### src/rtl/serial_word_queue_pkg.sv
// rtl/serial_word_queue_pkg.sv - shared constants, bit-order enum and pointer-width helper
package serial_queue_pkg;

    localparam int DEF_WORD_W = 8;
    localparam int DEF_DEPTH  = 8;

    typedef enum logic {
        BIT_LSB_FIRST = 1'b0,
        BIT_MSB_FIRST = 1'b1
    } bit_order_e;

    // Pointer width for a power-of-two depth; never narrower than one bit.
    function automatic int ptr_w(input int depth);
        return (depth > 1) ? $clog2(depth) : 1;
    endfunction

endpackage

### src/rtl/serial_word_queue_if.sv
// rtl/serial_word_queue_if.sv - serial-in/word-out queue signal bundle
// Inputs from the master : data_in, write_in, enqueue_in, dequeue_in, clear_in
// Outputs from the slave : data_out, status_out, empty_out, count_out, overflow_out
interface serial_word_queue_if
    import serial_queue_pkg::*;
#(
    parameter int WORD_W = DEF_WORD_W,
    parameter int DEPTH  = DEF_DEPTH
);
    logic                       data_in;
    logic                       write_in;
    logic                       enqueue_in;
    logic                       dequeue_in;
    logic                       clear_in;
    logic [WORD_W-1:0]          data_out;
    logic                       status_out;
    logic                       empty_out;
    logic [$clog2(DEPTH+1)-1:0] count_out;
    logic                       overflow_out;

    modport master (
        output data_in, write_in, enqueue_in, dequeue_in, clear_in,
        input  data_out, status_out, empty_out, count_out, overflow_out
    );

    modport slave (
        input  data_in, write_in, enqueue_in, dequeue_in, clear_in,
        output data_out, status_out, empty_out, count_out, overflow_out
    );
endinterface

### src/rtl/serial_word_queue_fifo.sv
// rtl/serial_word_queue_fifo.sv - word_fifo: DEPTH-entry word store with registered pop output
// Ports: clk, rst_n (async active-low), i_push, i_pop, i_clear (sync, overrides push/pop),
//        i_wdata, o_rdata (last popped word), o_count, o_full, o_empty
module word_fifo
    import serial_queue_pkg::*;
#(
    parameter int WORD_W = DEF_WORD_W,
    parameter int DEPTH  = DEF_DEPTH
) (
    input  logic                       clk,
    input  logic                       rst_n,
    input  logic                       i_push,
    input  logic                       i_pop,
    input  logic                       i_clear,
    input  logic [WORD_W-1:0]          i_wdata,
    output logic [WORD_W-1:0]          o_rdata,
    output logic [$clog2(DEPTH+1)-1:0] o_count,
    output logic                       o_full,
    output logic                       o_empty
);
    localparam int PW = ptr_w(DEPTH);
    localparam int CW = $clog2(DEPTH + 1);

    logic [WORD_W-1:0] r_mem [DEPTH];
    logic [PW-1:0]     r_wr_ptr;
    logic [PW-1:0]     r_rd_ptr;
    logic [CW-1:0]     r_count;
    logic [WORD_W-1:0] r_rdata;

    logic w_do_pop;
    logic w_do_push;

    assign o_full   = (r_count == CW'(DEPTH));
    assign o_empty  = (r_count == '0);
    // A pop on an empty store is a no-op; a push into a full store only
    // succeeds when a pop frees a slot on the same edge.
    assign w_do_pop  = i_pop & ~o_empty & ~i_clear;
    assign w_do_push = i_push & (~o_full | w_do_pop) & ~i_clear;

    always_ff @(posedge clk) begin
        if (w_do_push) begin
            r_mem[r_wr_ptr] <= i_wdata;
        end
    end

    always_ff @(posedge clk or negedge rst_n) begin
        if (!rst_n) begin
            r_wr_ptr <= '0;
            r_rd_ptr <= '0;
            r_count  <= '0;
            r_rdata  <= '0;
        end else if (i_clear) begin
            r_wr_ptr <= '0;
            r_rd_ptr <= '0;
            r_count  <= '0;
        end else begin
            if (w_do_push) begin
                r_wr_ptr <= r_wr_ptr + PW'(1);
            end
            if (w_do_pop) begin
                r_rd_ptr <= r_rd_ptr + PW'(1);
                r_rdata  <= r_mem[r_rd_ptr];
            end
            if (w_do_push && !w_do_pop) begin
                r_count <= r_count + CW'(1);
            end else if (w_do_pop && !w_do_push) begin
                r_count <= r_count - CW'(1);
            end
        end
    end

    assign o_rdata = r_rdata;
    assign o_count = r_count;
endmodule

### src/rtl/serial_word_queue.sv
// rtl/serial_word_queue.sv - serial bit assembler feeding a word FIFO with overflow flag
// Ports: clock_1MHz, rst (async active-low), bus (serial_word_queue_if.slave):
//        serial bits in on write_in presses, pushes (auto or enqueue_in), pops on
//        dequeue_in presses, clear_in sync clear; data_out/status/empty/count/overflow out.
module serial_word_queue
    import serial_queue_pkg::*;
#(
    parameter int WORD_W    = DEF_WORD_W,
    parameter int DEPTH     = DEF_DEPTH,
    parameter bit MSB_FIRST = 1'b1,
    parameter bit AUTO_ENQ  = 1'b1
) (
    input  logic                 clock_1MHz,
    input  logic                 rst,
    serial_word_queue_if.slave   bus
);
    localparam bit_order_e ORDER = MSB_FIRST ? BIT_MSB_FIRST : BIT_LSB_FIRST;
    localparam int         BCW   = $clog2(WORD_W);
    localparam int         CW    = $clog2(DEPTH + 1);

    logic              r_write_q;
    logic              r_enq_q;
    logic              r_deq_q;
    logic [WORD_W-1:0] r_sr;
    logic [BCW-1:0]    r_bit_cnt;
    logic [WORD_W-1:0] r_hold;
    logic              r_pending;
    logic              r_overflow;

    logic              w_write_press;
    logic              w_enq_press;
    logic              w_deq_press;
    logic [WORD_W-1:0] w_shift_next;
    logic              w_last_bit;
    logic              w_push_req;
    logic              w_drop;
    logic              w_full;
    logic              w_empty;
    logic [WORD_W-1:0] w_rdata;
    logic [CW-1:0]     w_count;

    assign w_write_press = bus.write_in   & ~r_write_q;
    assign w_enq_press   = bus.enqueue_in & ~r_enq_q;
    assign w_deq_press   = bus.dequeue_in & ~r_deq_q;

    assign w_shift_next = (ORDER == BIT_MSB_FIRST) ? {r_sr[WORD_W-2:0], bus.data_in}
                                                   : {bus.data_in, r_sr[WORD_W-1:1]};
    assign w_last_bit   = (r_bit_cnt == BCW'(WORD_W - 1));

    // Auto mode pushes on the edge after word completion, i.e. whenever pending is seen.
    assign w_push_req = AUTO_ENQ ? r_pending : (r_pending & w_enq_press);
    assign w_drop     = w_push_req & w_full & ~(w_deq_press & ~w_empty);

    // Edge registers keep tracking through clear so a held level never fires on release.
    always_ff @(posedge clock_1MHz or negedge rst) begin
        if (!rst) begin
            r_write_q <= 1'b0;
            r_enq_q   <= 1'b0;
            r_deq_q   <= 1'b0;
        end else begin
            r_write_q <= bus.write_in;
            r_enq_q   <= bus.enqueue_in;
            r_deq_q   <= bus.dequeue_in;
        end
    end

    always_ff @(posedge clock_1MHz or negedge rst) begin
        if (!rst) begin
            r_sr       <= '0;
            r_bit_cnt  <= '0;
            r_hold     <= '0;
            r_pending  <= 1'b0;
            r_overflow <= 1'b0;
        end else if (bus.clear_in) begin
            r_bit_cnt  <= '0;
            r_pending  <= 1'b0;
            r_overflow <= 1'b0;
        end else begin
            if (w_push_req) begin
                r_pending <= 1'b0;
            end
            if (w_drop) begin
                r_overflow <= 1'b1;
            end
            // Writes stall while a completed word waits to be pushed.
            if (w_write_press && !r_pending) begin
                r_sr <= w_shift_next;
                if (w_last_bit) begin
                    r_bit_cnt <= '0;
                    r_hold    <= w_shift_next;
                    r_pending <= 1'b1;
                end else begin
                    r_bit_cnt <= r_bit_cnt + BCW'(1);
                end
            end
        end
    end

    word_fifo #(
        .WORD_W (WORD_W),
        .DEPTH  (DEPTH)
    ) u_fifo (
        .clk     (clock_1MHz),
        .rst_n   (rst),
        .i_push  (w_push_req),
        .i_pop   (w_deq_press),
        .i_clear (bus.clear_in),
        .i_wdata (r_hold),
        .o_rdata (w_rdata),
        .o_count (w_count),
        .o_full  (w_full),
        .o_empty (w_empty)
    );

    assign bus.data_out     = w_rdata;
    assign bus.count_out    = w_count;
    assign bus.status_out   = ~w_full;
    assign bus.empty_out    = w_empty;
    assign bus.overflow_out = r_overflow;
endmodule

### src/flat_wrapper.sv
// flat-port wrapper written by rule: the top's interface ports become plain ports
module serial_word_queue_flat import serial_queue_pkg::*;
#(
    parameter int WORD_W    = DEF_WORD_W,
    parameter int DEPTH     = DEF_DEPTH,
    parameter bit MSB_FIRST = 1'b1,
    parameter bit AUTO_ENQ  = 1'b1
)
  (clock_1MHz, rst, bus_data_in, bus_write_in, bus_enqueue_in, bus_dequeue_in, bus_clear_in, bus_data_out, bus_status_out, bus_empty_out, bus_count_out, bus_overflow_out);
  serial_word_queue_if #(.WORD_W(WORD_W), .DEPTH(DEPTH)) bus_i ();
  input  logic clock_1MHz;
  input  logic rst;
  input wire logic [$bits(bus_i.data_in)-1:0] bus_data_in;
  input wire logic [$bits(bus_i.write_in)-1:0] bus_write_in;
  input wire logic [$bits(bus_i.enqueue_in)-1:0] bus_enqueue_in;
  input wire logic [$bits(bus_i.dequeue_in)-1:0] bus_dequeue_in;
  input wire logic [$bits(bus_i.clear_in)-1:0] bus_clear_in;
  output wire logic [$bits(bus_i.data_out)-1:0] bus_data_out;
  output wire logic [$bits(bus_i.status_out)-1:0] bus_status_out;
  output wire logic [$bits(bus_i.empty_out)-1:0] bus_empty_out;
  output wire logic [$bits(bus_i.count_out)-1:0] bus_count_out;
  output wire logic [$bits(bus_i.overflow_out)-1:0] bus_overflow_out;
  assign bus_i.data_in = bus_data_in;
  assign bus_i.write_in = bus_write_in;
  assign bus_i.enqueue_in = bus_enqueue_in;
  assign bus_i.dequeue_in = bus_dequeue_in;
  assign bus_i.clear_in = bus_clear_in;
  assign bus_data_out = bus_i.data_out;
  assign bus_status_out = bus_i.status_out;
  assign bus_empty_out = bus_i.empty_out;
  assign bus_count_out = bus_i.count_out;
  assign bus_overflow_out = bus_i.overflow_out;
  serial_word_queue #(.WORD_W(WORD_W), .DEPTH(DEPTH), .MSB_FIRST(MSB_FIRST), .AUTO_ENQ(AUTO_ENQ)) u_core (.clock_1MHz(clock_1MHz), .rst(rst), .bus(bus_i));
endmodule
### config.mk
export PLATFORM = sky130hd
export DESIGN_NAME = serial_word_queue_flat
export DESIGN_NICKNAME = d
export VERILOG_FILES = /design/src/rtl/serial_word_queue_pkg.sv /design/src/rtl/serial_word_queue_if.sv /design/src/rtl/serial_word_queue_fifo.sv /design/src/rtl/serial_word_queue.sv /design/src/flat_wrapper.sv
export SDC_FILE = /design/constraint.sdc
export NUM_CORES = 1
export LEC_CHECK = 0
export BUFFER_PORTS_ARGS = -buffer_cell sky130_fd_sc_hd__buf_2
export CAP_MARGIN = 30
export CORE_MARGIN = 8
export CORE_UTILIZATION = 40
export CTS_CLUSTER_SIZE = 25
export DETAILED_ROUTE_END_ITERATION = 6
export GPL_TIMING_DRIVEN = 0
export HOLD_SLACK_MARGIN = 0.06
export PLACE_DENSITY = 0.68
export REMOVE_ABC_BUFFERS = 1
export SLEW_MARGIN = 10
export SYNTH_ARGS = -nofsm -noshare
export SYNTH_HDL_FRONTEND = slang
export SYNTH_SLANG_ARGS = --single-unit
### constraint.sdc
create_clock -name clock_1MHz -period 2.5 [get_ports clock_1MHz]
set_clock_uncertainty 0.2 [all_clocks]
set_input_delay 0 -clock clock_1MHz [delete_from_list [all_inputs] [get_ports clock_1MHz]]
set_output_delay 0 -clock clock_1MHz [all_outputs]
set_load 0.01 [all_outputs]
==> impl_metrics.csv <==
group,metric,value,unit
sta,slew_violations,0,
route,drt_iter0_markers,142,
clocking,path_clk_slew,90,ps
die,die_area,14500,sq um
route,post_drt_via_cell_ratio,5.07,
die,row_count,38,
sta,fin_setup_tns,-444,ps
logic_synthesis,yosys_register_bits,104,
placement,hpwl,4780,microns
critical_path,crit_required,2530,ps
clocking,clock-sinks,104,
final_layout,num-nets-final,314,
die,die_h,120,microns
logic_synthesis,yosysTopAreaCell,"edfxtp_1",
sta,period_needed,2690,ps
global_route,antenna_found_initial,0,
power,p_total,3.49,mW
logic_synthesis,ys_async_sr_fraction,0.385,
global_route,track_usage,0.111,
global_route,grt_pass1_wl,12500,microns
clocking,htreeDepth,3,
sta,whs,58.5,ps
placement,dpl_cell_area,4610,sq um
die,fp.coreArea,10700,sq um
critical_path,cpMaxStageDelayCell,"fa_2",
sta,fin_crit_sh,1.08,
placement,place.gp.congestion,0.781,
final_layout,drive_above_1_share,0.430,
logic_synthesis,synth.area.top_cells,"edfxtp_1, dfrtp_1, mux2_2",
critical_path,critical_path_class,"flip-flop to flip-flop",
logic_synthesis,ys_seq_area_frac,0.670,
critical_path,crit_fanout,3,
worst_hold_path,hold_class,"input pin to flip-flop",
logic_synthesis,synthCells,252,
placement,dp.cells,405,
power,seq_power_share,0.574,
run,maxCapViolCount,0,
global_route,grt_pass1_vias,2372,
route,dr.pass1.iters,4,
logic_synthesis,synth_ff_type,"edfxtp_1",
critical_path,reg2reg_from,"u_core.u_fifo.o_count[2]",
critical_path,slowest_delay,540,ps
clocking,worstSkewPairLatency,360,ps
critical_path,crit_chain,"buf_6 -> or4b_4 -> o211ai_1 -> or2_4 -> inv_2 -> fa_2 -> nor2_1 -> a221oi_2 -> nor3_1",
logic_synthesis,synth-edff-count,64,
sta,rsz0062_at_grt,"yes",
status,outcome,"finished with violations",
power,leakage,1.80,nW
power,power_density,678,nW/um^2
final_layout,nFillCells,910,
route,drc_errors,0,
die,ios,22,
sta,finalSetupViolCount,7,
power,share_comb_of_total_power,0.127,
sta,hold_viol_final,0,
die,die_w,120,microns
clocking,cts_tree,"built",
sta,worst_slack,-188,ps
route,routedWlPerCell,17.0,microns
sta,max_freq,372,MHz
final_layout,area_growth,18.0,%
die,initial_core_util,0.406,
logic_synthesis,ys_types,45,
power,intPower,2.70,mW
global_route,grt_overflow,0,
critical_path,critPathLaunchType,"flip-flop",
clocking,cts_root_buf,"clkbuf_8",
critical_path,critPathLaunch,"u_core.u_fifo.o_count[2]",
route,drtAntennaViolNets,0,
worst_hold_path,hold_start,"bus_dequeue_in",
logic_synthesis,yosys_warnings,0,
power,vdd_drop_max,0.000325,V
power,p_clk_frac,0.299,
sta,tightest_slew,759,ps
global_route,grt_max_degree,41,
route,dr_total_vias,2257,
final_layout,stdcell_area,5150,sq um
status,failed_checks,"setup timing",
logic_synthesis,synth_area,4360,sq um
logic_synthesis,synth.top_cell.area_share,0.441,
route,totalWireLength,7550,microns
logic_synthesis,avgSynthCellArea,17.3,sq um
placement,io_buffer_count,20,
clocking,numCtsBuffers,9,
final_layout,instances_no_fill,445,
final_layout,antennaDiodeCount,0,
power,switchingPower,0.794,mW
critical_path,worst_ep_arrival_time,2720,ps
critical_path,end_kind,"flip-flop",
clocking,clock_path_buffers,2,
sta,relSlewSlack,0.491,
power,p_sw_frac,0.227,
[timing repair]
action / in CTS / in global routing
pin swaps: 13 / 7
gates resized for setup: 18 / 11
buffers inserted: 15 / 3
hold buffers: 5 / 1
hold endpoints to repair: 58 / 20
setup endpoints to repair: 35 / 63
[cells in the mapped netlist, types with 3 or more instances]
cell type,number
nor3_1,6
nand2_1,5
inv_1,6
edfxtp_1,64
nor2_1,21
mux2_2,31
ha_1,6
clkbuf_1,3
mux4_1,9
o211ai_1,3
buf_2,3
xor2_1,4
mux2i_1,4
dfrtp_1,40
mux4_2,7
nand3_1,3
[flip-flops by register name (all words and copies together) (netlist names)]
register and flops:
u_core.r_sr 7, u_core.u_fifo.r_mem 64, u_core.u_fifo.o_rdata 8, u_core.u_fifo.r_rd_ptr 3, u_core.r_pending 1, u_core.u_fifo.r_wr_ptr 3, u_core.u_fifo.o_count 4, u_core.r_hold 8
u_core.r_write_q 1, u_core.bus.overflow_out 1, u_core.r_bit_cnt 3, u_core.r_deq_q 1
[cells in the final DEF, fill, tap and decap left out, types with 2 or more instances in the layout]
cell type,n
a211oi_2,2
buf_2,21
buf_4,17
buf_6,2
clkbuf_8,11
clkinv_2,2
clkinvlp_4,2
dfrtp_1,36
dfrtp_2,4
dlygate4sd3_1,6
edfxtp_1,64
ha_1,4
ha_4,2
inv_1,4
inv_2,2
mux2_2,30
mux2_4,2
mux2i_1,4
mux4_1,9
mux4_2,7
nand2_1,5
nand2b_1,2
nand3_1,2
nand3b_1,2
nor2_1,16
nor2_2,5
nor3_1,4
nor3_2,2
o211ai_1,3
or3b_2,2
xnor2_1,2
xor2_1,4
[power by group through the flow]
stage	Sequential, mW	Combinational [mW]	Clock [mW]
after floorplan	2.06	0.186	0
after global placement	2.04	0.340	0
after detailed placement	2.04	0.357	0
after CTS	2.00	0.427	1.08
after global routing	2.03	0.483	1.14
final	2.00	0.443	1.05
[per-stage QoR]
step | worst slack, ps | utilization
2_1_floorplan | -315 | -
3_3_place_gp | -735 | 0.424
3_5_place_dp | -442 | 0.429
4_1_cts | -187 | 0.469
5_1_grt | -315 | 0.479
6_report | -188 | 0.479
[area by class of cell]
| class | count | area [sq um] | share of cell area |
|---|---|---|---|
| Tap cell | 140 | 175 | 0.0340 |
| Sequential cell | 104 | 2930 | 0.569 |
| Clock buffer | 11 | 151 | 0.0294 |
| Timing Repair Buffer | 48 | 358 | 0.0695 |
| Inverter | 6 | 22.5 | 0.00438 |
| Multi-Input combinational cell | 131 | 1460 | 0.283 |
| Clock inverter | 5 | 55.1 | 0.0107 |
[final timing paths]
| path | end | slack [ps] | depth (start not counted) |
|---|---|---|---|
| worst max register to register | u_core.u_fifo.o_count[1] | -190 | 9 |
| worst min-delay path | u_core.u_fifo.r_rd_ptr[2] | 60 | 5 |
| worst min register to register | u_core.bus.overflow_out | 300 | 2 |
| worst max-delay path | u_core.u_fifo.o_count[1] | -190 | 9 |
| min in group asynchronous | u_core.bus.overflow_out | 500 | 3 |
| max in group asynchronous | u_core.r_hold[7] | 1110 | 4 |
[routing by layer]
| metal | part of all wire | track usage | up-vias |
|---|---|---|---|
| met5 | 0 | 0 | - |
| met4 | 0.019 | 0.0562 | 0 |
| met3 | 0.031 | 0.0186 | 10 |
| met2 | 0.50 | 0.183 | 32 |
| met1 | 0.45 | 0.139 | 1151 |
| li1 | - | - | 1064 |
[critical path, delay by kind of cell, from the launching register on]
kind                     cells  cell delay, ps
AO/OA/AOI/OAI                2             360
adder cells (fa/ha/maj)      1             540
buffers and inverters        2             170
flip-flops                   1             430
AND/OR/NAND/NOR              4             850
[cells by family (layout without fill, tap and decap cells)]
group                      count (synthesis)  count (layout)  share of synthesized area
DFF                                      104             104                      0.670
muxes                                     52              52                      0.183
and+or+nand+nor                           51              51                     0.0614
buffers and inverters                     17              70                     0.0235
AOI/OAI and AO/OA                         15              15                     0.0281
adders and majority gates                  7               7                     0.0218
xor gates and xnor gates                   6               6                     0.0120
(Power assumes the default switching activity.)
